===== config.mk =====
export PLATFORM = sky130hd
export DESIGN_NAME = serializador
export DESIGN_NICKNAME = d
export VERILOG_FILES = /design/src/rtl/serializador.sv
export SDC_FILE = /design/constraint.sdc
export NUM_CORES = 1
export LEC_CHECK = 0
export CAP_MARGIN = 40
export CORE_MARGIN = 2
export CORE_UTILIZATION = 56
export CTS_BUF_LIST = sky130_fd_sc_hd__clkbuf_8
export DETAILED_ROUTE_END_ITERATION = 8
export PLACE_DENSITY = 0.95
export SLEW_MARGIN = 20
export SYNTH_ARGS = -nofsm -noshare
export SYNTH_HDL_FRONTEND = slang
export SYNTH_SLANG_ARGS = --single-unit

===== constraint.sdc =====
create_clock -name clock_100KHz -period 2.5 [get_ports clock_100KHz]
set_input_delay 0.5 -clock clock_100KHz [delete_from_list [all_inputs] [get_ports clock_100KHz]]
set_output_delay 0.5 -clock clock_100KHz [all_outputs]
set_load 0.01 [all_outputs]

===== src/rtl/serializador.sv =====
// Parallel-to-serial transmitter: LSB-first frame with write strobe and
// ready/ack handshakes. Optional even parity bit: SERIALIZADOR_PARITY_EN.
//
// Ports:
//   clock_100KHz : clock, rising edge
//   reset        : async active-low reset
//   data_in      : parallel word (DATA_W bits)
//   load_in      : producer requests transmission
//   ack_out      : 1-cycle pulse when data_in is captured
//   status_out   : high when IDLE and able to accept
//   status_in    : receiver ready
//   data_out     : serial bit, LSB first
//   write_out    : data_out valid for receiver
module serializador #(
  parameter int DATA_W = 8
) (
  input  logic              clock_100KHz,
  input  logic              reset,
  input  logic [DATA_W-1:0] data_in,
  input  logic              load_in,
  output logic              ack_out,
  output logic              status_out,
  input  logic              status_in,
  output logic              data_out,
  output logic              write_out
);

  localparam int CW = $clog2(DATA_W + 1);
  localparam logic [CW-1:0] LAST = CW'(DATA_W);

`ifdef SERIALIZADOR_PARITY_EN
  typedef enum logic [1:0] {
    IDLE   = 2'd0,
    SHIFT  = 2'd1,
    DONE   = 2'd2,
    PARITY = 2'd3
  } state_t;
`else
  typedef enum logic [1:0] {
    IDLE  = 2'd0,
    SHIFT = 2'd1,
    DONE  = 2'd2
  } state_t;
`endif

  state_t state, state_nx;

  logic [CW-1:0]     cnt, cnt_nx;
  logic [DATA_W-1:0] sreg, sreg_nx;
  logic ack_nx, stat_nx, dout_nx, wr_nx;
  logic accept;

`ifdef SERIALIZADOR_PARITY_EN
  logic par, par_nx;
`endif

  assign accept = load_in & status_in;

  always_ff @(posedge clock_100KHz or negedge reset) begin
    if (!reset) begin
      state      <= IDLE;
      cnt        <= '0;
      sreg       <= '0;
      ack_out    <= 1'b0;
      status_out <= 1'b0;
      data_out   <= 1'b0;
      write_out  <= 1'b0;
`ifdef SERIALIZADOR_PARITY_EN
      par        <= 1'b0;
`endif
    end else begin
      state      <= state_nx;
      cnt        <= cnt_nx;
      sreg       <= sreg_nx;
      ack_out    <= ack_nx;
      status_out <= stat_nx;
      data_out   <= dout_nx;
      write_out  <= wr_nx;
`ifdef SERIALIZADOR_PARITY_EN
      par        <= par_nx;
`endif
    end
  end

  always_comb begin
    state_nx = state;
    case (state)
      IDLE:
        if (accept) state_nx = SHIFT;
      SHIFT:
        if (cnt == LAST) begin
`ifdef SERIALIZADOR_PARITY_EN
          state_nx = PARITY;
`else
          state_nx = DONE;
`endif
        end
`ifdef SERIALIZADOR_PARITY_EN
      PARITY:
        state_nx = DONE;
`endif
      DONE:
        if (status_in) state_nx = IDLE;
      default:
        state_nx = IDLE;
    endcase
  end

  // Bit 0 goes out on the capture edge, so the register keeps
  // the remaining bits pre-shifted; sreg[0] is always the next bit.
  always_comb begin
    cnt_nx  = cnt;
    sreg_nx = sreg;
    ack_nx  = 1'b0;
    stat_nx = 1'b0;
    dout_nx = 1'b0;
    wr_nx   = 1'b0;
`ifdef SERIALIZADOR_PARITY_EN
    par_nx  = par;
`endif
    case (state)
      IDLE: begin
        if (accept) begin
          sreg_nx = data_in >> 1;
          dout_nx = data_in[0];
          wr_nx   = 1'b1;
          ack_nx  = 1'b1;
          cnt_nx  = CW'(1);
`ifdef SERIALIZADOR_PARITY_EN
          par_nx  = ^data_in;
`endif
        end else begin
          stat_nx = 1'b1;
        end
      end
      SHIFT: begin
        if (cnt != LAST) begin
          dout_nx = sreg[0];
          sreg_nx = sreg >> 1;
          wr_nx   = 1'b1;
          cnt_nx  = cnt + CW'(1);
        end else begin
          cnt_nx  = '0;
`ifdef SERIALIZADOR_PARITY_EN
          dout_nx = par;
          wr_nx   = 1'b1;
`endif
        end
      end
      DONE: begin
        if (status_in) stat_nx = 1'b1;
      end
      default: begin
        cnt_nx = cnt;
      end
    endcase
  end

endmodule


==> flow_summary.ini, run 1 <==
[yosys]
synth_top_family_by_area = multiplexers
syn_avg_cell_area_sq_um = 12.0
ys_top_cells_by_area = dfrtp_1 (53%), mux2_2 (17%), ha_1 (3.1%)
ys_seq_area_frac = 0.528
yosys.area.top_type_share = 0.528
ys_types = 22
yosys.area.top_type = dfrtp_1
ys_ff_latch = 17
synthMuxAreaShare = 0.180
synth-compound-area-share = 0.106
yosys_warnings = 0
synth_xor_xnor_area_share = 0
synthAdderAreaFrac = 0.0311
synthCells = 67
synthesis.area_sq_um = 806
synthesis.nets = 81
yosys.area_share.simple = 0.113

[sta]
setup_viol = 0
post-route-min-period_ps = 1870
fmax_mhz = 533
fin_crit_sh = 0.750
skew_ps = 0.614
timing.setup.tns_ps = 0
grt_setup_unrepaired = no
relSlewSlack = 0.835
hold_viol = 0
slew_violations = 0
tightest_slew_ps = 247

[floorplan]
die_w_um = 41.9
rows = 13
die_area_sq_um = 1760
pin_count = 16
core_sq_um = 1320
start_util = 0.612
die_y_um = 41.9

[clock_network]
hold_buffers = 0
cts_setup_buffers = 0
clk_latency_ps = 250
cts_buffer_depth = 2
post_cts_resized = 0
cts_tree = built
cts-root-buf = clkbuf_8
clkTransAtPathRegs_ps = 60
cts_buffers = 3
clock-sinks = 17
cts.htree.levels = 1

[layout]
area.growth.synth_to_final_pct = 27.2
mostFrequentLayoutCell = dfrtp_1
final_area_sq_um = 1020
antennaDiodeCount = 0
layout-drive-gt1-share = 0.233
final_nets = 101
layout_common_cells = dfrtp_1 (17), clkdlybuf4s50_1 (15), mux2_2 (12), nor2_1 (4), a21oi_1 (4)
n_fill_cell = 88

[route]
drc = 0
wire_per_inst_um = 14.4
via_count = 574
ant_nets = 0
wl_um = 1450
drtIter0Drc = 14
routed_via_density = 5.68
first_pass_iters = 4

[global_route]
antenna_found_initial = 0
grt_usage = 0.192
grt_overflow_total = 0
grt_pass1_vias = 544
grt_pass1_wl_um = 2460
grt_max_degree = 18

[critical_path]
cp-end-kind = flop
rrSetupSlack_ps = 850
startpoint = status_in
worstSetupStartpointType = primary input
arrival_ps = 2010
cp_cell_sequence = clkdlybuf4s50_1, nand4bb_2, inv_2, a21o_1, mux2_2
crit_slowest_cell = clkdlybuf4s50_1
timing.rr.start = state[1]
worst-setup-path-type = in -> reg
cp_data_required_time_ps = 2630
slowest_delay_ps = 530
worstPathMaxFanout = 7

[status]
status = finished, final reports clean

[place]
place.gp.congestion = 0.776
placed_cell_area_sq_um = 963
numPortBuffers = 15

[power_and_ir_drop]
power_density_nw_per_um2 = 1160
leakagePower_nw = 0.470
ir_drop_mv = 0.642

[worst_hold_path]
min_from = state[0]
min_path_type = reg -> reg

[job]
max_cap_violations = 0
==> worst paths after layout <==
check                        endpoint  cells after the start
max in group asynchronous  status_out                      2
hold / removal             status_out                      1
setup / recovery              sreg[0]                      5
min in group asynchronous      cnt[3]                      2
hold reg to reg            status_out                      1
setup reg to reg              sreg[0]                      4
==> per-stage QoR <==
stage	utilization	power [mW]	instances	setup WS [ps]	hold slack (ps)
4_1_cts	0.766	1.19	100	600	494
5_1_grt	0.778	1.26	101	565	516
2_1_floorplan	-	0.845	67	932	204
6_report	0.778	1.18	101	625	498
3_3_place_gp	0.731	0.953	96	415	486
3_5_place_dp	0.731	0.987	96	365	484
==> cell families after synthesis <==
kind of cell,count (synthesis)
flops,17
simple gates,16
mux,13
fa+ha+maj,2
compound gates,13
buf+inv,6
==> state kept, by name, indices dropped and copies added, names as in the netlist <==
name and count:
status_out 1, state 2, sreg 7, write_out 1, data_out 1, ack_out 1, cnt 4
==> worst max-delay path: cells and delay by family <==
family / cells / cell delay (ps)
buffers and inverters: 2 / 690
and+or+nand+nor: 1 / 200
muxes: 1 / 380
AOI/OAI and AO/OA: 1 / 250
==> layout make-up <==
type | instances | area (sq um) | area share
Clock buffer | 3 | 41.3 | 0.0403
Multi-Input combinational cell | 44 | 347 | 0.338
Clock inverter | 1 | 5.00 | 0.00488
Sequential cell | 17 | 425 | 0.415
Tap cell | 15 | 18.8 | 0.0183
Timing Repair Buffer | 17 | 173 | 0.168
Inverter | 4 | 15.0 | 0.0147
==> cell usage after synthesis <==
| cell | count |
|---|---|
| nand2b_1 | 2 |
| mux2i_1 | 1 |
| inv_2 | 1 |
| a21boi_0 | 1 |
| nand2_1 | 3 |
| a21o_1 | 3 |
| a22o_1 | 2 |
| inv_1 | 3 |
| nand3_1 | 2 |
| buf_4 | 1 |
| o31ai_1 | 1 |
| nor2_1 | 4 |
| a21oi_1 | 4 |
| o21ai_0 | 2 |
| nor2b_1 | 2 |
| buf_6 | 1 |
| nand4bb_2 | 1 |
| mux2_2 | 12 |
| ha_1 | 2 |
| and2_1 | 1 |
| nand3b_1 | 1 |
| dfrtp_1 | 17 |
==> power breakdown <==
part	total [mW]	internal, mW	switching [mW]
logic	0.503	0.285	0.218
clock network	0.200	0.110	0.0899
registers	0.481	0.404	0.0767
==> per-layer routing <==
metal	vias to the layer above	part of all wire	global-route usage
li1	269	-	-
met1	286	0.42	0.234
met2	14	0.53	0.328
met3	5	0.034	0.0261
met4	0	0.019	0.0968
met5	-	0	0
Power figures use the tool's default switching activity.
==> run 2, diff against run 1 <==
- CORE_UTILIZATION: 56 -> 47
- PLACE_DENSITY: 0.95 -> 0.87
- clock period: 2.5 -> 1.6 ns (I/O delays scaled with it)
==> flow_summary.ini, run 2 (synthesis gave the netlist of run 1 again) <==
[layout]
reg_top3 = sreg: 7 flops, cnt: 4 flops, state: 2 flops
regMostFlops = sreg
antennaDiodeCount = 0
layout_common_cells = dfrtp_1 (17), clkdlybuf4s50_1 (15), mux2_2 (12), buf_4 (7)
final_nets = 106
area.growth.synth_to_final_pct = 31.1
stdcell_count = 107
layout-drive-gt1-share = 0.275
mostFrequentLayoutCell = dfrtp_1
largest_reg_flops = 7

[route]
wl_um = 1490
wire_per_inst_um = 14.0
first_pass_iters = 4
routed_via_density = 5.36
drtIter0Drc = 11
via_count = 574
drc = 0
ant_nets = 0

[critical_path]
cp-end-kind = flop
cp_data_required_time_ps = 1730
worstSetupStartpointType = flop
arrival_ps = 1640
worst-setup-path-type = reg -> reg
worstPathMaxFanout = 7

[power_and_ir_drop]
ir_drop_mv = 0.912
p_total_mw = 1.88
leakagePower_nw = 0.491
power_density_nw_per_um2 = 1780

[clock_network]
hold_buffers = 0
cts_tree = built
cts_buffer_depth = 2
clock-sinks = 17
cts_buffers = 3
clk_latency_ps = 240
cts-root-buf = clkbuf_8
clkTransAtPathRegs_ps = 70
cts.htree.levels = 1

[global_route]
grt_pass1_vias = 583
grt_max_degree = 18
grt_overflow_total = 0
grt_pass1_wl_um = 2460
antenna_found_initial = 0
grt_usage = 0.166

[floorplan]
rows = 14
start_util = 0.517
die_w_um = 45.4
core_sq_um = 1560
pin_count = 16
die_y_um = 45.4
die_area_sq_um = 2060

[sta]
skew_ps = 4.29
post-route-min-period_ps = 1510
tightest_slew_ps = 202
grt_setup_unrepaired = no
relSlewSlack = 0.864
setup_viol = 0
fin_crit_sh = 0.945
fmax_mhz = 661
slew_violations = 0
hold_viol = 0

[place]
place.gp.congestion = 0.784
numPortBuffers = 15
place_inst = 103
dp_hpwl_um = 1090

[worst_hold_path]
min_path_type = in -> async

[job]
max_cap_violations = 0

[status]
status = finished, final reports clean
[run 2: through the flow]
stage                     utilization  setup TNS (ps)  setup WS [ps]  hold slack (ps)  area, sq um
final                           0.677               0           87.8              388         1060
after global routing            0.677               0           4.85              399         1060
after CTS                       0.677               0           15.2              395         1050
after detailed placement        0.648           -1060           -179              478         1010
after global placement          0.648            -837           -143              476         1010
after floorplan                     -               0           32.5             24.4          806
[run 2: worst paths after layout]
kind / from / end / slack, ps / cells past startpoint
worst min-delay path: reset / sreg[5] / 390 / 2
max in group asynchronous: reset / sreg[1] / 1020 / 2
worst min register to register: state[0] / status_out / 500 / 1
worst max register to register: cnt[0] / sreg[1] / 90 / 5
worst max-delay path: cnt[0] / sreg[1] / 90 / 5
min in group clock_100KHz: state[0] / status_out / 500 / 1
[run 2: area by class of cell]
cell class,count,area [sq um]
fillers,110,503
flip-flops and latches,17,425
multi-input cells,44,348
repair buffers,22,203
clock buffers,3,41.3
well taps,16,20.0
inverters,4,15.0
clock inverters,1,3.75
[run 2: routing by layer]
metal / part of all wire / wire, um / GRT usage / vias to the layer above
met5: 0 / 0 / 0 / -
met4: 0.013 / 19 / 0.0941 / 0
met3: 0.031 / 47 / 0.0238 / 2
met2: 0.50 / 742 / 0.273 / 17
met1: 0.46 / 684 / 0.207 / 276
li1: - / - / - / 279
[run 2: where the power goes]
group / internal (mW) / switching [mW] / leakage (nW) / total [mW]
clock: 0.170 / 0.137 / 0.0269 / 0.306
combinational: 0.481 / 0.346 / 0.252 / 0.828
sequential: 0.631 / 0.117 / 0.212 / 0.748
[run 2: critical path, stage by stage (launching register included)]
cell and delay, ps:
dfrtp_1 390, inv_1 90, ha_1 210, nand3b_1 120
a21o_2 240, mux2_2 350
[run 2: timing repair]
item                       in CTS  in global routing
setup buffers                   0                  0
gates resized for setup         0                  1
setup endpoints to repair       0                  6
==> run 3, diff against run 2 <==
- SLEW_MARGIN: 20 -> unset
==> results of run 3 <==
Final layout, timing and power as in run 2 (identical DEF).
